`src/rtl/regfile_wb_arbiter_pkg.sv`:
```
// Shared definitions for the register-file writeback arbiter.
//   REG_AW / XLEN : register address width and data width
//   NREGS         : number of architectural registers
//   arb_state_t   : arbitration priority state
//   reg_onehot()  : one-hot decode of a register address
package regfile_wb_arbiter_pkg;

  localparam int REG_AW = 5;
  localparam int XLEN   = 32;
  localparam int NREGS  = 1 << REG_AW;

  typedef enum logic {
    PRIO_A = 1'b0,
    PRIO_B = 1'b1
  } arb_state_t;

  function automatic logic [NREGS-1:0] reg_onehot(input logic [REG_AW-1:0] addr);
    return {{(NREGS-1){1'b0}}, 1'b1} << addr;
  endfunction

endpackage

```
`src/rtl/regfile_wb_arbiter_scoreboard.sv`:
```
// Pending-write scoreboard for multi-cycle ops.
// A bit is set when a multi-cycle op is issued to that destination and cleared
// when port B retires a write to it. Decode-stage sources are looked up against
// the vector to produce stall.
//   clk, rst           : clock, synchronous active-high reset
//   set_en, set_addr   : issue of a multi-cycle op (marks addr pending)
//   clr_en, clr_addr   : port B handshake (retires addr)
//   rd_addr1, rd_addr2 : decode-stage source registers
//   stall              : at least one source register is pending
module wb_scoreboard
  import regfile_wb_arbiter_pkg::*;
(
  input  logic              clk,
  input  logic              rst,
  input  logic              set_en,
  input  logic [REG_AW-1:0] set_addr,
  input  logic              clr_en,
  input  logic [REG_AW-1:0] clr_addr,
  input  logic [REG_AW-1:0] rd_addr1,
  input  logic [REG_AW-1:0] rd_addr2,
  output logic              stall
);

  // Register 0 is hardwired, so its pending bit is kept permanently clear.
  localparam logic [NREGS-1:0] NONZERO_MASK = {{(NREGS-1){1'b1}}, 1'b0};

  logic [NREGS-1:0] pending;
  logic [NREGS-1:0] set_mask;
  logic [NREGS-1:0] clr_mask;

  always_comb begin
    set_mask = set_en ? reg_onehot(set_addr) : '0;
    clr_mask = clr_en ? reg_onehot(clr_addr) : '0;
  end

  // Set is applied after clear so a same-cycle issue and retire of one
  // address leaves it pending (the new op's result is still outstanding).
  always_ff @(posedge clk) begin
    if (rst) begin
      pending <= '0;
    end else begin
      pending <= ((pending & ~clr_mask) | set_mask) & NONZERO_MASK;
    end
  end

  assign stall = pending[rd_addr1] | pending[rd_addr2];

endmodule

```
`src/rtl/regfile_wb_arbiter.sv`:
```
// Two-port writeback arbiter in front of a single register-file write port.
// Port A is the single-cycle ALU writeback, port B the multi-cycle unit.
// A normally wins contention; B is forced to win after STARVE_LIMIT
// consecutive lost cycles. The write port is registered (latency 1).
//   clk, rst                            : clock, synchronous active-high reset
//   a_valid/a_addr/a_data/a_ready        : port A writeback handshake
//   b_valid/b_addr/b_data/b_ready        : port B writeback handshake
//   b_issue, b_issue_addr                : multi-cycle op issue (scoreboard set)
//   rd_addr1, rd_addr2, stall            : decode hazard lookup
//   we, writeaddr, writedata             : register-file write port
//
// state  | meaning
// PRIO_A | A wins when both valid; B loss streak counted in starve_cnt
// PRIO_B | B has starved STARVE_LIMIT cycles; B wins, then back to PRIO_A
module regfile_wb_arbiter
  import regfile_wb_arbiter_pkg::*;
#(
  parameter int STARVE_LIMIT = 3
) (
  input  logic              clk,
  input  logic              rst,
  input  logic              a_valid,
  input  logic [REG_AW-1:0] a_addr,
  input  logic [XLEN-1:0]   a_data,
  output logic              a_ready,
  input  logic              b_valid,
  input  logic [REG_AW-1:0] b_addr,
  input  logic [XLEN-1:0]   b_data,
  output logic              b_ready,
  input  logic              b_issue,
  input  logic [REG_AW-1:0] b_issue_addr,
  input  logic [REG_AW-1:0] rd_addr1,
  input  logic [REG_AW-1:0] rd_addr2,
  output logic              stall,
  output logic              we,
  output logic [REG_AW-1:0] writeaddr,
  output logic [XLEN-1:0]   writedata
);

  localparam int CW = (STARVE_LIMIT < 1) ? 1 : $clog2(STARVE_LIMIT + 1);
  localparam logic [CW:0] LIMIT_W = (CW + 1)'(STARVE_LIMIT);

  arb_state_t  state;
  logic [CW-1:0] starve_cnt;
  logic [CW:0]   cnt_inc;
  logic [CW-1:0] cnt_sat;
  logic          grant_a;
  logic          grant_b;

  // Grant is purely a function of the valids and priority state, so a lone
  // requester always wins and ready never rises without its valid.
  always_comb begin
    grant_b = b_valid && (!a_valid || (state == PRIO_B));
    grant_a = a_valid && !grant_b;
  end

  assign a_ready = grant_a;
  assign b_ready = grant_b;

  // One extra bit on the increment keeps the limit compare overflow-free;
  // the stored count saturates at the limit.
  always_comb begin
    cnt_inc = {1'b0, starve_cnt} + {{CW{1'b0}}, 1'b1};
    cnt_sat = (cnt_inc >= LIMIT_W) ? LIMIT_W[CW-1:0] : cnt_inc[CW-1:0];
  end

  always_ff @(posedge clk) begin
    if (rst) begin
      state      <= PRIO_A;
      starve_cnt <= '0;
      we         <= 1'b0;
      writeaddr  <= '0;
      writedata  <= '0;
    end else begin
      // Writes to register 0 from A still handshake but never reach the file.
      we <= (grant_a && (a_addr != '0)) || grant_b;

      if (grant_a) begin
        writeaddr <= a_addr;
        writedata <= a_data;
      end else if (grant_b) begin
        writeaddr <= b_addr;
        writedata <= b_data;
      end

      if (grant_b) begin
        starve_cnt <= '0;
      end else if (b_valid) begin
        starve_cnt <= cnt_sat;
      end

      case (state)
        PRIO_A: begin
          if (b_valid && !grant_b && (cnt_inc >= LIMIT_W)) begin
            state <= PRIO_B;
          end
        end
        PRIO_B: begin
          if (grant_b) begin
            state <= PRIO_A;
          end
        end
        default: state <= PRIO_A;
      endcase
    end
  end

  wb_scoreboard u_scoreboard (
    .clk      (clk),
    .rst      (rst),
    .set_en   (b_issue),
    .set_addr (b_issue_addr),
    .clr_en   (grant_b),
    .clr_addr (b_addr),
    .rd_addr1 (rd_addr1),
    .rd_addr2 (rd_addr2),
    .stall    (stall)
  );

endmodule

```
`config.mk`:
```
export PLATFORM = sky130hd
export DESIGN_NAME = regfile_wb_arbiter
export DESIGN_NICKNAME = d
export VERILOG_FILES = /design/src/rtl/regfile_wb_arbiter_pkg.sv /design/src/rtl/regfile_wb_arbiter_scoreboard.sv /design/src/rtl/regfile_wb_arbiter.sv
export SDC_FILE = /design/constraint.sdc
export NUM_CORES = 1
export LEC_CHECK = 0
export BUFFER_PORTS_ARGS = -buffer_cell sky130_fd_sc_hd__buf_2
export CORE_MARGIN = 2
export CORE_UTILIZATION = 55
export CTS_BUF_LIST = sky130_fd_sc_hd__clkbuf_4
export CTS_CLUSTER_DIAMETER = 40
export DETAILED_ROUTE_END_ITERATION = 8
export GPL_ROUTABILITY_DRIVEN = 0
export MAX_ROUTING_LAYER = met4
export PLACE_DENSITY = 0.88
export SYNTH_ARGS = -nofsm -noshare
export SYNTH_HDL_FRONTEND = slang
export SYNTH_SLANG_ARGS = --single-unit
export TNS_END_PERCENT = 30
```
`constraint.sdc`:
```
create_clock -name clk -period 4.4 [get_ports clk]
set_input_delay 0.88 -clock clk [delete_from_list [all_inputs] [get_ports clk]]
set_output_delay 0.88 -clock clk [all_outputs]
set_load 0.01 [all_outputs]
```
==> impl_metrics.py, run 1 <==
metrics = {
    "placement": {
        "hpwl_mm": 7.442,
        "place.port_buffers": 134,
        "dpl_cell_area_um2": 4274,
        "place_inst": 586,
    },
    "final_layout": {
        "ff_latch_area_um2": 1441,
        "multi_input_area_um2": 2032,
        "insertedDiodeCount": 0,
        "fin_nets": 614,
        "areaGrowthSynthToFinish_pct": 22.91,
        "fin_area_um2": 4457,
        "fillers": 479,
        "stdcell_count": 602,
        "drive_gt1_frac": 0.3181,
    },
    "sta": {
        "finalCritPeriodShare": 0.7333,
        "setup_viol": 0,
        "max_slew.worst_pin.slew_ns": 0.6388,
        "fin_tns_setup_ns": 0,
        "final-hold-violation-count": 0,
        "rsz0062_at_grt": "no",
        "fin_worst_skew_ns": 0.02019,
        "max_slew_margin": 0.5726,
        "finalMaxSlewViolations": 0,
        "timing.fmax_mhz": 309.9,
        "fin_crit_ns": 3.227,
    },
    "synthesis": {
        "synth_async_sr_flop_share": 0,
        "syn_area_per_cell_um2": 8.931,
        "yosys.area.top_type": "dfxtp_1",
        "ys.flop_type": "dfxtp_1",
        "ys_seq_area_frac": 0.3975,
        "synth_common_cells": "dfxtp_1 (72), nor2_1 (44), mux2i_1 (42), a21oi_1 (39), a211oi_1 (37)",
        "syn_nets": 500,
        "syn_area_um2": 3626,
        "synthTopCellsByArea": "dfxtp_1 (40%), mux2i_1 (12%), a211oi_1 (7.7%)",
        "ys_types": 32,
        "yosysTopAreaCellShare": 0.3975,
        "ys_ff_latch": 72,
        "synth_cells": 406,
        "ys_warn_count": 0,
        "synth.most_common_cell": "dfxtp_1",
        "synth_edf_count": 0,
    },
    "global_routing": {
        "track_usage": 0.2877,
        "grt_overflow_total": 0,
        "antenna_found_initial": 0,
        "grt_pass1_wl_mm": 16.41,
        "grt_max_degree": 48,
        "grt_pass1_vias": 3598,
    },
    "drt": {
        "drt_drc_violations_left": 0,
        "initialDrtViolationCount": 276,
        "routed_wl_mm": 9.911,
        "wl_per_cell_um": 16.46,
        "first_pass_iters": 4,
        "avgViaCountPerCell": 5.929,
        "ant_nets": 0,
        "vias": 3569,
    },
    "power": {
        "power_density_nw_per_um2": 327.3,
        "max-vdd-ir-drop_uv": 222.6,
        "leakage_nw": 1.964,
    },
    "setup_path": {
        "critPathRequiredTime_ns": 3.52,
        "path_cells": "buf_2 -> mux4_1 -> mux2_2 -> a31oi_1 -> o211ai_1 -> buf_2",
        "crit_type": "primary input to output pin",
        "slowest_stage": "mux4_1",
        "worstSetupStartpointType": "primary input",
        "end_kind": "output pin",
        "path_max_fanout": 9,
        "arrival_ns": 2.35,
        "cpPeakStageDelay_ns": 0.58,
        "crit_top_cell": "buf_2",
    },
    "clocking": {
        "cts_resized": 0,
        "cts_hold_buffers": 0,
        "clkTransAtPathRegs_ns": 0.10,
        "cts_max_level": 3,
        "clk_path_buf_depth": 2,
        "cts_tree": "built",
        "clock-sinks": 72,
        "cts_buffers": 9,
        "post-cts-setup-buffers": 0,
        "cts_root_buf": "clkbuf_4",
        "clock_latency_ns": 0.41,
    },
    "worst_hold_path": {
        "hold_class": "register to register",
    },
    "floorplan": {
        "top_level_ports": 135,
        "die-height_um": 85.20,
        "core-area_um2": 6350,
        "fp.dieArea_um2": 7258,
        "initial_core_util": 0.5710,
        "die_width_um": 85.20,
        "rows": 29,
    },
    "job": {
        "cap_viol_max_count": 0,
    },
    "outcome": {
        "status": "completed",
    },
}
## routing by layer
| metal | vias up | track usage | share of wire |
|---|---|---|---|
| li1 | 1717 | - | - |
| met1 | 1672 | 0.3493 | 0.41 |
| met2 | 164 | 0.4801 | 0.50 |
| met3 | 16 | 0.05156 | 0.073 |
| met4 | 0 | 0.1039 | 0.012 |
| met5 | - | - | 0 |
## per-stage QoR
step                  util  total power [mW]  worst slack, ns  hold slack (ns)
floorplan                -            0.8501            1.391           0.4478
global route        0.7019             1.518            1.099           0.5335
finish              0.7019             1.459            1.173           0.4903
global placement    0.6731            0.9377            1.215           0.4587
CTS                 0.7019             1.464            1.159           0.4895
detailed placement  0.6731            0.9459            1.160           0.4713
## power by group
part           switching, mW  internal, mW  total, mW
clock network          0.232         0.293      0.525
logic                  0.129         0.104      0.232
registers             0.0172         0.685      0.702
total                  0.378          1.08       1.46
## cell type report
cell class	count	share of cell area
clock buffer	10	0.01684
clock inverter	6	0.02414
inverter	3	0.002527
multi-input combinational	297	0.4559
sequential	72	0.3234
tap	77	0.02162
timing repair buffer	137	0.1555
## worst paths after layout
path / slack, ns / cells after the start / to / from
worst max-delay path: 1.17 / 6 / stall / rd_addr2[0]
worst min-delay path: 0.49 / 2 / state / state
worst max register to register: 2.51 / 6 / u_scoreboard.pending[28] / state
worst min register to register: 0.49 / 2 / state / state
## cells in the final DEF (no fill, tap or decap), types with 4 or more instances in the layout
cell type | netlist | layout
a21oi_1 | 39 | 39
buf_2 | 7 | 134
clkbuf_4 | 0 | 10
mux4_2 | 9 | 9
a211oi_1 | 37 | 37
nand2_1 | 33 | 32
or3_1 | 4 | 4
nand2b_1 | 8 | 8
nor2_1 | 44 | 44
nand3_1 | 10 | 10
dfxtp_1 | 72 | 72
nor2b_1 | 5 | 5
o21ai_0 | 33 | 33
mux4_1 | 4 | 4
mux2i_1 | 42 | 42
nor3_1 | 4 | 4
o211ai_1 | 5 | 5
## cell families (layout without fill, tap and decap cells)
family	after synthesis	after routing	synth area share
AND/OR/NAND/NOR	123	123	0.1591
AO/OA/AOI/OAI	116	116	0.1905
flip-flops	72	72	0.3975
multiplexers	58	58	0.2101
buffers and inverters	37	156	0.04279
## state kept, by name (all words and copies together), names as in the netlist
name,cells
u_scoreboard.pending,31
we,1
writeaddr,5
starve_cnt,2
writedata,32
state,1
## critical path, delay by kind of cell
family,cells,cell delay (ns)
multiplexers,2,0.85
AO/OA/AOI/OAI,2,0.26
buffers and inverters,2,0.36
Note: power is estimated with default switching activity, not from simulation.
==> run 2: changes to the inputs <==
--- a/config.mk
+++ b/config.mk
@@ -7,13 +7,13 @@
 export LEC_CHECK = 0
 export BUFFER_PORTS_ARGS = -buffer_cell sky130_fd_sc_hd__buf_2
 export CORE_MARGIN = 2
-export CORE_UTILIZATION = 55
+export CORE_UTILIZATION = 51
 export CTS_BUF_LIST = sky130_fd_sc_hd__clkbuf_4
 export CTS_CLUSTER_DIAMETER = 40
 export DETAILED_ROUTE_END_ITERATION = 8
 export GPL_ROUTABILITY_DRIVEN = 0
 export MAX_ROUTING_LAYER = met4
-export PLACE_DENSITY = 0.88
+export PLACE_DENSITY = 0.82
 export SYNTH_ARGS = -nofsm -noshare
 export SYNTH_HDL_FRONTEND = slang
 export SYNTH_SLANG_ARGS = --single-unit
==> constraint.sdc (replaced) <==
create_clock -name clk -period 3.1 [get_ports clk]
set_input_delay 0.62 -clock clk [delete_from_list [all_inputs] [get_ports clk]]
set_output_delay 0.62 -clock clk [all_outputs]
set_load 0.01 [all_outputs]
==> impl_metrics.py, run 2 (synthesis gave the netlist of run 1 again) <==
metrics = {
    "placement": {
        "place_inst": 607,
        "hpwl_mm": 7.528,
        "place.port_buffers": 134,
    },
    "final_layout": {
        "final_common_cell": "buf_2",
        "final_cell_mix": "buf_2 (134), dfxtp_1 (72), nor2_1 (44)",
        "drive_gt1_frac": 0.3207,
        "stdcell_count": 623,
        "fillers": 577,
        "areaGrowthSynthToFinish_pct": 23.19,
        "insertedDiodeCount": 0,
        "top_register": "writedata",
        "largest_reg_flops": 32,
        "fin_nets": 616,
        "reg_top3": "writedata x32, u_scoreboard.pending x31, writeaddr x5",
    },
    "global_routing": {
        "grt_pass1_wl_mm": 15.56,
        "track_usage": 0.2621,
        "antenna_found_initial": 0,
        "grt_max_degree": 41,
        "grt_pass1_vias": 3363,
        "grt_overflow_total": 0,
    },
    "power": {
        "max-vdd-ir-drop_uv": 239.7,
        "power_mw": 1.971,
        "power_density_nw_per_um2": 441.3,
        "leakage_nw": 1.958,
    },
    "drt": {
        "drt_drc_violations_left": 0,
        "first_pass_iters": 4,
        "avgViaCountPerCell": 5.703,
        "routed_wl_mm": 9.877,
        "wl_per_cell_um": 15.85,
        "initialDrtViolationCount": 273,
        "vias": 3553,
        "ant_nets": 0,
    },
    "setup_path": {
        "path_max_fanout": 9,
        "crit_type": "primary input to output pin",
        "worstSetupStartpointType": "primary input",
        "end_kind": "output pin",
        "critPathRequiredTime_ns": 2.48,
        "arrival_ns": 2.11,
    },
    "worst_hold_path": {
        "hold_class": "primary input to register",
    },
    "clocking": {
        "cts_hold_buffers": 0,
        "clock_latency_ns": 0.40,
        "cts_buffers": 9,
        "clk_path_buf_depth": 2,
        "cts_tree": "built",
        "cts_root_buf": "clkbuf_4",
        "cts_max_level": 3,
        "clkTransAtPathRegs_ns": 0.12,
        "post-cts-setup-buffers": 0,
        "clock-sinks": 72,
        "cts_resized": 0,
    },
    "sta": {
        "fin_crit_ns": 2.730,
        "max_slew.worst_pin.slew_ns": 0.6560,
        "final-hold-violation-count": 0,
        "max_slew_margin": 0.5626,
        "timing.fmax_mhz": 366.3,
        "fin_worst_skew_ns": 0.008133,
        "finalMaxSlewViolations": 0,
        "fin_tns_setup_ns": 0,
        "finalCritPeriodShare": 0.8807,
        "rsz0062_at_grt": "no",
        "setup_viol": 0,
    },
    "floorplan": {
        "rows": 30,
        "core-area_um2": 6832,
        "fp.dieArea_um2": 7800,
        "top_level_ports": 135,
        "die_width_um": 88.32,
        "die-height_um": 88.32,
        "initial_core_util": 0.5308,
    },
    "outcome": {
        "status": "completed",
    },
    "job": {
        "cap_viol_max_count": 0,
    },
}
[run 2: changes by cell type in the layout (fill, tap and decap cells not counted), sizes merged]
cell	previous run	this run
bufinv	3	2
clkbuf	10	9
clkinvlp	0	1
buf	137	139
clkinv	3	4
[run 2: area by class of cell]
class | count | area [µm²] | area share
clock buffers | 9 | 67.56 | 0.01513
clock inverters | 7 | 86.33 | 0.01933
inverters | 3 | 11.26 | 0.002521
multi-input cells | 297 | 2032 | 0.4549
flip-flops and latches | 72 | 1441 | 0.3227
well taps | 96 | 120.1 | 0.02689
repair buffers | 139 | 708.2 | 0.1585
[run 2: worst paths after layout]
kind                    start                      end  slack [ns]  cells past startpoint
setup / recovery  rd_addr2[0]                    stall        0.37                      6
hold / removal     b_data[22]            writedata[22]        0.49                      3
hold reg to reg         state                    state        0.49                      2
setup reg to reg        state  u_scoreboard.pending[5]        1.36                      5
[run 2: per-layer routing]
layer | track usage | vias up | wire [µm]
met1 | 0.3378 | 1653 | 4172
met5 | - | - | 0
met2 | 0.4190 | 161 | 4798
met3 | 0.04104 | 21 | 708
met4 | 0.09504 | 0 | 197
li1 | - | 1718 | -
[run 2: through the flow]
| stage | hold WS [ns] | util | area, µm² | worst slack [ns] |
|---|---|---|---|---|
| after floorplan | 0.4478 | - | 3626 | 0.6112 |
| after global placement | 0.4577 | 0.6313 | 4313 | 0.4318 |
| after detailed placement | 0.4755 | 0.6313 | 4313 | 0.3757 |
| after CTS | 0.4714 | 0.6538 | 4467 | 0.3753 |
| after global routing | 0.4873 | 0.6538 | 4467 | 0.3025 |
| final | 0.4877 | 0.6538 | 4467 | 0.3698 |
[run 2: critical path, cell delays in order]
cell and delay, ns:
buf_2 0.22, mux4_1 0.59, mux2_2 0.27, a31oi_1 0.16, o211ai_1 0.10, buf_2 0.15
[run 2: power breakdown]
| group | switching [mW] | internal, mW |
|---|---|---|
| combinational | 0.181 | 0.149 |
| sequential | 0.0257 | 0.972 |
| clock | 0.324 | 0.320 |
